### src/rtl/flash_loader_if.sv
// ============================================================================
// flash_loader_if : flash read bus and RAM write bus used by flash_loader.
// Rev 1.0
// ============================================================================
`default_nettype none

interface flash_loader_if;
   logic [31:0] flash_addr_o;
   logic        flash_select_o;
   logic        flash_we_o;
   logic [31:0] flash_data_i;
   logic        flash_ack_i;
   logic [31:0] ram_addr_o;
   logic [31:0] ram_data_o;
   logic        ram_select_o;
   logic        ram_we_o;
   logic        ram_ack_i;

   modport master (
      output flash_addr_o, flash_select_o, flash_we_o,
      input  flash_data_i, flash_ack_i,
      output ram_addr_o, ram_data_o, ram_select_o, ram_we_o,
      input  ram_ack_i
   );

   modport slave (
      input  flash_addr_o, flash_select_o, flash_we_o,
      output flash_data_i, flash_ack_i,
      input  ram_addr_o, ram_data_o, ram_select_o, ram_we_o,
      output ram_ack_i
   );
endinterface

`default_nettype wire

### src/rtl/flash_loader.sv
// ============================================================================
// flash_loader : copies WORD_COUNT words from 16-bit flash into 32-bit RAM.
// Optional macro FLASH_LOADER_CHECKSUM_EN adds a running word-sum checksum.
// Rev 1.0
// ============================================================================
`default_nettype none

module flash_loader #(
   parameter logic [31:0] SRC_BASE   = 32'h1E00_0000,
   parameter logic [31:0] DST_BASE   = 32'h0000_0000,
   parameter logic [15:0] WORD_COUNT = 16'd1024
) (
   input  wire         clk,
   input  wire         rst,
   input  wire         start,
   output logic        busy,
   output logic        done,
   output logic [31:0] checksum_o,
   flash_loader_if.master bus
);

   typedef enum logic [2:0] {
      S_IDLE  = 3'd0,
      S_RD_LO = 3'd1,
      S_RD_HI = 3'd2,
      S_WR    = 3'd3,
      S_FIN   = 3'd4
   } state_t;

   state_t      r_state, w_state;
   logic [16:0] r_idx, w_idx;
   logic [16:0] w_idx_inc;
   logic [15:0] r_lo, w_lo;
   logic        r_fsel, w_fsel;
   logic [31:0] r_faddr, w_faddr;
   logic        r_rsel, w_rsel;
   logic [31:0] r_raddr, w_raddr;
   logic [31:0] r_rdata, w_rdata;
   logic        r_busy, w_busy;
   logic        r_done, w_done;
   logic        w_unused_hi;

   assign w_idx_inc   = r_idx + 17'd1;
   assign w_unused_hi = ^bus.flash_data_i[31:16];

   always_ff @(posedge clk or negedge rst) begin
      if (!rst) begin
         r_state <= S_IDLE;
         r_idx   <= '0;
         r_lo    <= '0;
         r_fsel  <= 1'b0;
         r_faddr <= '0;
         r_rsel  <= 1'b0;
         r_raddr <= '0;
         r_rdata <= '0;
         r_busy  <= 1'b0;
         r_done  <= 1'b0;
      end else begin
         r_state <= w_state;
         r_idx   <= w_idx;
         r_lo    <= w_lo;
         r_fsel  <= w_fsel;
         r_faddr <= w_faddr;
         r_rsel  <= w_rsel;
         r_raddr <= w_raddr;
         r_rdata <= w_rdata;
         r_busy  <= w_busy;
         r_done  <= w_done;
      end
   end

   // Each bus state enters with its select low, raises it on the next cycle and
   // drops it on the ack cycle, so a select is always low for one cycle between
   // transactions and acks seen while the select is low fall through untouched.
   always_comb begin
      w_state = r_state;
      w_idx   = r_idx;
      w_lo    = r_lo;
      w_fsel  = r_fsel;
      w_faddr = r_faddr;
      w_rsel  = r_rsel;
      w_raddr = r_raddr;
      w_rdata = r_rdata;
      w_done  = r_done;

      case (r_state)
         S_IDLE: begin
            if (start) begin
               w_idx   = '0;
               w_done  = 1'b0;
               w_state = (WORD_COUNT == 16'd0) ? S_FIN : S_RD_LO;
            end
         end
         S_RD_LO: begin
            if (!r_fsel) begin
               w_fsel  = 1'b1;
               w_faddr = SRC_BASE + {12'd0, r_idx, 1'b0, 2'b00};
            end else if (bus.flash_ack_i) begin
               w_fsel  = 1'b0;
               w_faddr = '0;
               w_lo    = bus.flash_data_i[15:0];
               w_state = S_RD_HI;
            end
         end
         S_RD_HI: begin
            if (!r_fsel) begin
               w_fsel  = 1'b1;
               w_faddr = SRC_BASE + {12'd0, r_idx, 1'b1, 2'b00};
            end else if (bus.flash_ack_i) begin
               w_fsel  = 1'b0;
               w_faddr = '0;
               w_rdata = {bus.flash_data_i[15:0], r_lo};
               w_state = S_WR;
            end
         end
         S_WR: begin
            if (!r_rsel) begin
               w_rsel  = 1'b1;
               w_raddr = DST_BASE + {13'd0, r_idx, 2'b00};
            end else if (bus.ram_ack_i) begin
               w_rsel  = 1'b0;
               w_raddr = '0;
               w_idx   = w_idx_inc;
               w_state = (w_idx_inc == {1'b0, WORD_COUNT}) ? S_FIN : S_RD_LO;
            end
         end
         S_FIN: begin
            w_state = S_IDLE;
         end
         default: begin
            w_state = S_IDLE;
         end
      endcase

      if (w_state == S_FIN) begin
         w_done = 1'b1;
      end
      w_busy = (w_state == S_RD_LO) || (w_state == S_RD_HI) || (w_state == S_WR);
   end

`ifdef FLASH_LOADER_CHECKSUM_EN
   logic [31:0] r_sum;

   always_ff @(posedge clk or negedge rst) begin
      if (!rst) begin
         r_sum <= '0;
      end else if ((r_state == S_IDLE) && start) begin
         r_sum <= '0;
      end else if ((r_state == S_WR) && r_rsel && bus.ram_ack_i) begin
         r_sum <= r_sum + r_rdata;
      end
   end

   assign checksum_o = r_sum;
`else
   assign checksum_o = 32'd0;
`endif

   assign busy               = r_busy;
   assign done               = r_done;
   assign bus.flash_addr_o   = r_faddr;
   assign bus.flash_select_o = r_fsel;
   assign bus.flash_we_o     = 1'b0;
   assign bus.ram_addr_o     = r_raddr;
   assign bus.ram_data_o     = r_rdata;
   assign bus.ram_select_o   = r_rsel;
   assign bus.ram_we_o       = r_rsel;

endmodule

`default_nettype wire

### src/flat_wrapper.sv
// flat-port wrapper written by rule: the top's interface ports become plain ports
module flash_loader_flat 
#(
   parameter logic [31:0] SRC_BASE   = 32'h1E00_0000,
   parameter logic [31:0] DST_BASE   = 32'h0000_0000,
   parameter logic [15:0] WORD_COUNT = 16'd1024
)
  (clk, rst, start, busy, done, checksum_o, bus_flash_addr_o, bus_flash_select_o, bus_flash_we_o, bus_flash_data_i, bus_flash_ack_i, bus_ram_addr_o, bus_ram_data_o, bus_ram_select_o, bus_ram_we_o, bus_ram_ack_i);
  flash_loader_if bus_i ();
  input  wire clk;
  input  wire rst;
  input  wire start;
  output logic busy;
  output logic done;
  output logic [31:0] checksum_o;
  output wire logic [$bits(bus_i.flash_addr_o)-1:0] bus_flash_addr_o;
  output wire logic [$bits(bus_i.flash_select_o)-1:0] bus_flash_select_o;
  output wire logic [$bits(bus_i.flash_we_o)-1:0] bus_flash_we_o;
  input wire logic [$bits(bus_i.flash_data_i)-1:0] bus_flash_data_i;
  input wire logic [$bits(bus_i.flash_ack_i)-1:0] bus_flash_ack_i;
  output wire logic [$bits(bus_i.ram_addr_o)-1:0] bus_ram_addr_o;
  output wire logic [$bits(bus_i.ram_data_o)-1:0] bus_ram_data_o;
  output wire logic [$bits(bus_i.ram_select_o)-1:0] bus_ram_select_o;
  output wire logic [$bits(bus_i.ram_we_o)-1:0] bus_ram_we_o;
  input wire logic [$bits(bus_i.ram_ack_i)-1:0] bus_ram_ack_i;
  assign bus_flash_addr_o = bus_i.flash_addr_o;
  assign bus_flash_select_o = bus_i.flash_select_o;
  assign bus_flash_we_o = bus_i.flash_we_o;
  assign bus_i.flash_data_i = bus_flash_data_i;
  assign bus_i.flash_ack_i = bus_flash_ack_i;
  assign bus_ram_addr_o = bus_i.ram_addr_o;
  assign bus_ram_data_o = bus_i.ram_data_o;
  assign bus_ram_select_o = bus_i.ram_select_o;
  assign bus_ram_we_o = bus_i.ram_we_o;
  assign bus_i.ram_ack_i = bus_ram_ack_i;
  flash_loader #(.SRC_BASE(SRC_BASE), .DST_BASE(DST_BASE), .WORD_COUNT(WORD_COUNT)) u_core (.clk(clk), .rst(rst), .start(start), .busy(busy), .done(done), .checksum_o(checksum_o), .bus(bus_i));
endmodule
### config.mk
export PLATFORM = sky130hd
export DESIGN_NAME = flash_loader_flat
export DESIGN_NICKNAME = d
export VERILOG_FILES = /design/src/rtl/flash_loader_if.sv /design/src/rtl/flash_loader.sv /design/src/flat_wrapper.sv
export SDC_FILE = /design/constraint.sdc
export NUM_CORES = 1
export LEC_CHECK = 0
export CAP_MARGIN = 5
export CORE_MARGIN = 1
export CORE_UTILIZATION = 42
export DETAILED_ROUTE_END_ITERATION = 10
export GPL_TIMING_DRIVEN = 1
export PLACE_DENSITY = 0.73
export SKIP_CTS_REPAIR_TIMING = 1
export SLEW_MARGIN = 20
export SYNTH_ARGS = -nofsm -noshare
export SYNTH_HDL_FRONTEND = slang
export SYNTH_SLANG_ARGS = --single-unit
### constraint.sdc
create_clock -name clk -period 2.4 [get_ports clk]
set_clock_uncertainty 0.1 [all_clocks]
set_input_delay 0.24 -clock clk [delete_from_list [all_inputs] [get_ports clk]]
set_output_delay 0.24 -clock clk [all_outputs]
set_load 0.03 [all_outputs]
==> After elaboration in Yosys (flattened, before gate mapping) <==
Index checks and enable logic that the tools add are counted.
{ "classes": {"add_sub_neg": 3, "n_eq_ne": 12, "muxes": 26, "n_reduce_logical": 13} }
{ "op_table": {"columns": ["operator", "n"], "rows": [
  ["32-bit 2-to-1 mux", 5],
  ["32-bit one-hot mux with 2 select lines", 1],
  ["29-bit by 20-bit adder with 30-bit output (first input constant)", 2],
  ["17-bit 2-to-1 mux", 3],
  ["17-bit one-hot mux with 2 select lines", 1],
  ["3-bit 2-to-1 mux", 8],
  ["17-bit by 1-bit adder with 17-bit output (second input constant)", 1],
  ["17-bit by 11-bit == test with 1-bit output (second input constant)", 1],
  ["3-bit by 2-bit == test with 1-bit output (second input constant)", 4],
  ["3-bit one-hot mux with 4 select lines", 1],
  ["2-bit nonzero test", 4],
  ["1-bit 2-to-1 mux", 7],
  ["3-bit by 1-bit == test with 1-bit output (second input constant)", 2],
  ["2-bit inequality test (second input constant)", 3],
  ["3-bit AND reduction", 2],
  ["2-bit AND reduction", 2],
  ["4-bit AND reduction", 1],
  ["3-bit == test (second input constant)", 1],
  ["3-bit zero test", 1],
  ["1-bit logical OR", 2],
  ["2-bit by 1-bit inequality test with 1-bit output (second input constant)", 1],
  ["2-bit OR reduction", 1]
]} }
{ "totals": {"regBits": 136, "inputBits": 37, "output_inout_bits": 134, "wordCells": 64} }

==> Longest topological paths before layout <==
{ "depth": {"word_depth": 9, "mapped_depth": 7, "ltp_nobuf": 7} }

==> Least setup slack after synthesis <==
Ideal clock, no wire load.
{ "synth_path": {"path_kind": "register -> register", "startpoint": "register u_core.r_idx[0]", "endpoint": "register u_core.r_busy (netlist: u_core.busy)", "setup_ns": 0.124, "t_arrival_ns": 2.008, "required_ns": 2.176, "slack_ns": 0.169, "path_stages_with_launch": 8, "path_buffers": 0, "period_less_slack_ns": 2.231, "cell_sequence": "dfrtp_1 -> ha_1 -> nand2b_1 -> mux2i_1 -> a32oi_1 -> or4_1 -> nand4b_4 -> a211o_1"} }
{ "synth_between": {"elab_chain_cells": 9, "word_cells_on_any_way": 11, "cone_classes": "1 x add/sub; 4 x eq/ne; 4 x mux; 2 x reduce/logical"} }
{ "synth_lines": {"columns": ["item", "line_no", "text"], "rows": [
  ["from (decl)", "flash_loader.sv:31", "logic [16:0] r_idx, w_idx;"],
  ["from (signal assigned)", "flash_loader.sv:60", "r_idx <= w_idx;"],
  ["17-bit by 1-bit adder with 17-bit output *", "flash_loader.sv:43", "assign w_idx_inc = r_idx + 17'd1;"],
  ["17-bit by 11-bit == test with 1-bit output *", "flash_loader.sv:124", "w_state = (w_idx_inc == {1'b0, WORD_COUNT}) ? S_FIN : S_RD_LO;"],
  ["3-bit 2-to-1 mux *", "flash_loader.sv:124", null],
  ["3-bit 2-to-1 mux *", "flash_loader.sv:120", "end else if (bus.ram_ack_i) begin"],
  ["3-bit 2-to-1 mux *", "flash_loader.sv:117", "if (!r_rsel) begin"],
  ["3-bit one-hot mux with 4 select lines *", "flash_loader.sv:86", "case (r_state)"],
  ["3-bit by 1-bit == test with 1-bit output / 3-bit by 2-bit == test with 1-bit output (equally long branches)", "flash_loader.sv:138", "w_busy = (w_state == S_RD_LO) || (w_state == S_RD_HI) || (w_state == S_WR);"],
  ["1-bit logical OR", "flash_loader.sv:138", null],
  ["1-bit logical OR *", "flash_loader.sv:138", null],
  ["via u_core.w_busy", "flash_loader.sv:39", "logic r_busy, w_busy;"],
  ["to (signal assigned)", "flash_loader.sv:67", "r_busy <= w_busy;"],
  ["to (decl)", "flash_loader.sv:39", null]
]} }
The timed path passes the listed nets; every way through them passes the cells marked *.
A chain may end at the register's enable or synchronous reset.

==> Worst setup path in the final report <==
Ends and elaborated chain as after synthesis.

==> qor.yml <==
status:
  status: "finished, final reports clean"
finish:
  multi_input_area_sq_mm: 0.00203
  instances_no_fill: 764
  synthToLayoutAreaGrowth_pct: 34.3
  nFillCells: 1040
  fin_nets: 618
  seq_area_sq_mm: 0.00303
  diodes: 0
  drive_gt1_frac: 0.215
  utilization: 0.577
  final_cell_area_sq_mm: 0.00725
global_route:
  gr-total-overflow: 0
  antenna_found_initial: 0
  grt_max_degree: 69
  grt_pass1_vias: 3805
  grt.total_usage: 0.198
  grt_pass1_wl_um: 19800
worst_setup_path:
  crit_type: "reg2reg"
  cp_max_fo: 5
  cp-end-kind: "register"
  cp.arrival_ns: 2.49
  start_kind: "register"
  cp.required_ns: 2.60
synth:
  yosysSeqAreaShare: 0.561
  synth.avg_cell_area_sq_um: 12.0
  ys_async_sr_fraction: 1.00
  ys_warn_count: 0
  synth_top_area_share: 0.561
  yosys.area.top_type: "dfrtp_1"
  synthFlopType: "dfrtp_1"
  netlist_area_sq_mm: 0.00540
  synth_cell_types: 49
  synth-seq-cells: 121
  synthCells: 451
  synth_edf_count: 0
  netlist_top_cells_count: "dfrtp_1 (121), buf_4 (51), mux2_2 (49)"
  synth_most_common_cell: "dfrtp_1"
  synth_area_leaders: "dfrtp_1 (56%), mux2_2 (10%), buf_4 (7.1%)"
floorplanning:
  die-area_sq_mm: 0.0133
  pin_count: 171
  die_w_um: 115
  row_count: 41
  initial_utilization: 0.430
  coreArea_sq_mm: 0.0126
  die_h_um: 115
placement:
  placed_cell_area_sq_mm: 0.00663
  dp_cells: 731
  dp.final_hpwl_um: 8240
  portBuffers: 106
  routabilityCongestion: 0.956
timing:
  setup_tns_ns: 0
  slew_headroom: 0.528
  worst_pin_slew_ns: 0.704
  hold_ws_ns: 0.216
  fmax_mhz: 437
  min_period_ns: 2.29
  rsz0062_at_grt: "no"
  hold_violations: 0
  slew_viol_final: 0
  post-route-period-util: 0.953
  finalSetupViolations: 0
routing:
  drc: 0
  drt_iter0_markers: 319
  detail-route-antenna-nets: 0
  vias_per_cell: 5.10
  vias: 3898
  routed_wl_um: 12400
  post_drt_wl_per_cell_um: 16.2
  dr.pass1.iters: 4
min_path:
  min_path_type: "in2async"
clocking:
  cts_tree: "yes"
  h-tree-depth: 4
  clockBufferDepth: 2
  cts_buffers: 17
  clk_latency_ns: 0.41
  cts_sinks: 121
  root_buffer: "clkbuf_16"
  path_clk_slew_ns: 0.06
power_and_ir_drop:
  p_sw_mw: 3.06
  p_clk_frac: 0.304
  internal-power_mw: 5.55
  leakagePower_nw: 3.28
  p_comb_frac: 0.359
  vdd_drop_max_v: 0.000498
  powerDensity_mw_per_mm2: 1190
  swShare: 0.355
  power.share.sequential: 0.337
job:
  max_cap_violations: 0
[sequential cells by signal (all words and copies together), names as in the netlist]
name                       flops
u_core.bus.flash_addr_o       32
u_core.bus.ram_data_o         32
u_core.bus.ram_addr_o         17
u_core.r_idx                  17
u_core.r_lo                   16
u_core.r_state                 3
u_core.bus.flash_select_o      1
u_core.bus.ram_select_o        1
u_core.busy                    1
u_core.done                    1
[layer usage]
layer | track usage | routed length (um) | vias to the layer above
li1 | - | - | 1771
met1 | 0.259 | 5540 | 1968
met2 | 0.316 | 6070 | 147
met3 | 0.0569 | 594 | 12
met4 | 0.0667 | 146 | 0
met5 | 0 | 0 | -
[cells in the final DEF (no fill, tap or decap), types with 6 or more instances in the layout]
master and instances:
a21o_1 6, o21ai_0 27, nand2_1 26, and2_1 12, a21oi_1 6, nor2_1 15
mux2_2 49, nand3_1 10, clkbuf_16 17, clkdlybuf4s50_1 105, conb_1 48, buf_4 30
a22o_1 32, dfrtp_1 121, a31oi_1 8
[critical path, stage by stage (launching register included)]
cell	delay, ns
dfrtp_1	0.43
ha_1	0.27
nand2b_1	0.15
mux2i_1	0.13
a32oi_1	0.07
or4_1	0.50
nand4b_4	0.20
a211o_1	0.32
[path summary, 6_finish.rpt]
| path | endpoint | slack (ns) | from | cells past startpoint |
|---|---|---|---|---|
| max in group asynchronous | u_core.bus.ram_data_o[26] | 1.29 | rst | 3 |
| min in group clk | u_core.bus.ram_data_o[28] | 0.36 | bus_flash_data_i[12] | 2 |
| worst min register to register | u_core.bus.flash_addr_o[25] | 0.37 | u_core.bus.flash_addr_o[25] | 1 |
| worst min-delay path | u_core.r_lo[1] | 0.22 | rst | 2 |
| worst max-delay path | u_core.busy | 0.11 | u_core.r_idx[0] | 7 |
| worst max register to register | u_core.busy | 0.11 | u_core.r_idx[0] | 7 |
[cell families after synthesis]
| group | count (synthesis) | synth area share |
|---|---|---|
| flops | 121 | 0.561 |
| compound gates | 96 | 0.127 |
| simple gates | 94 | 0.0966 |
| buf+inv | 82 | 0.0975 |
| mux | 51 | 0.106 |
| xor+xnor | 4 | 0.00649 |
| fa+ha+maj | 2 | 0.00463 |
| other cells | 1 | 0.000694 |
[layout make-up]
| class | count | area share |
|---|---|---|
| multi-input combinational | 295 | 0.280 |
| sequential | 121 | 0.417 |
| inverter | 5 | 0.00259 |
| clock buffer | 19 | 0.0611 |
| tap | 172 | 0.0297 |
| timing repair buffer | 139 | 0.186 |
| clock inverter | 13 | 0.0231 |
[power by group through the flow]
stage / Sequential [mW] / Combinational, mW / Clock (mW)
final: 2.90 / 3.10 / 2.62
after global routing: 2.97 / 3.29 / 2.77
after CTS: 2.91 / 3.11 / 2.66
after detailed placement: 2.93 / 3.10 / 0
after global placement: 2.89 / 3.04 / 0
after floorplan: 3.55 / 1.27 / 0
[stage by stage]
step	setup WS [ns]	power (mW)
after floorplan	0.169	4.82
after global placement	0.104	5.93
after detailed placement	0.0992	6.03
after CTS	0.116	8.68
after global routing	0.00813	9.03
final	0.112	8.62
No activity file was read; power rests on OpenSTA's default activity.
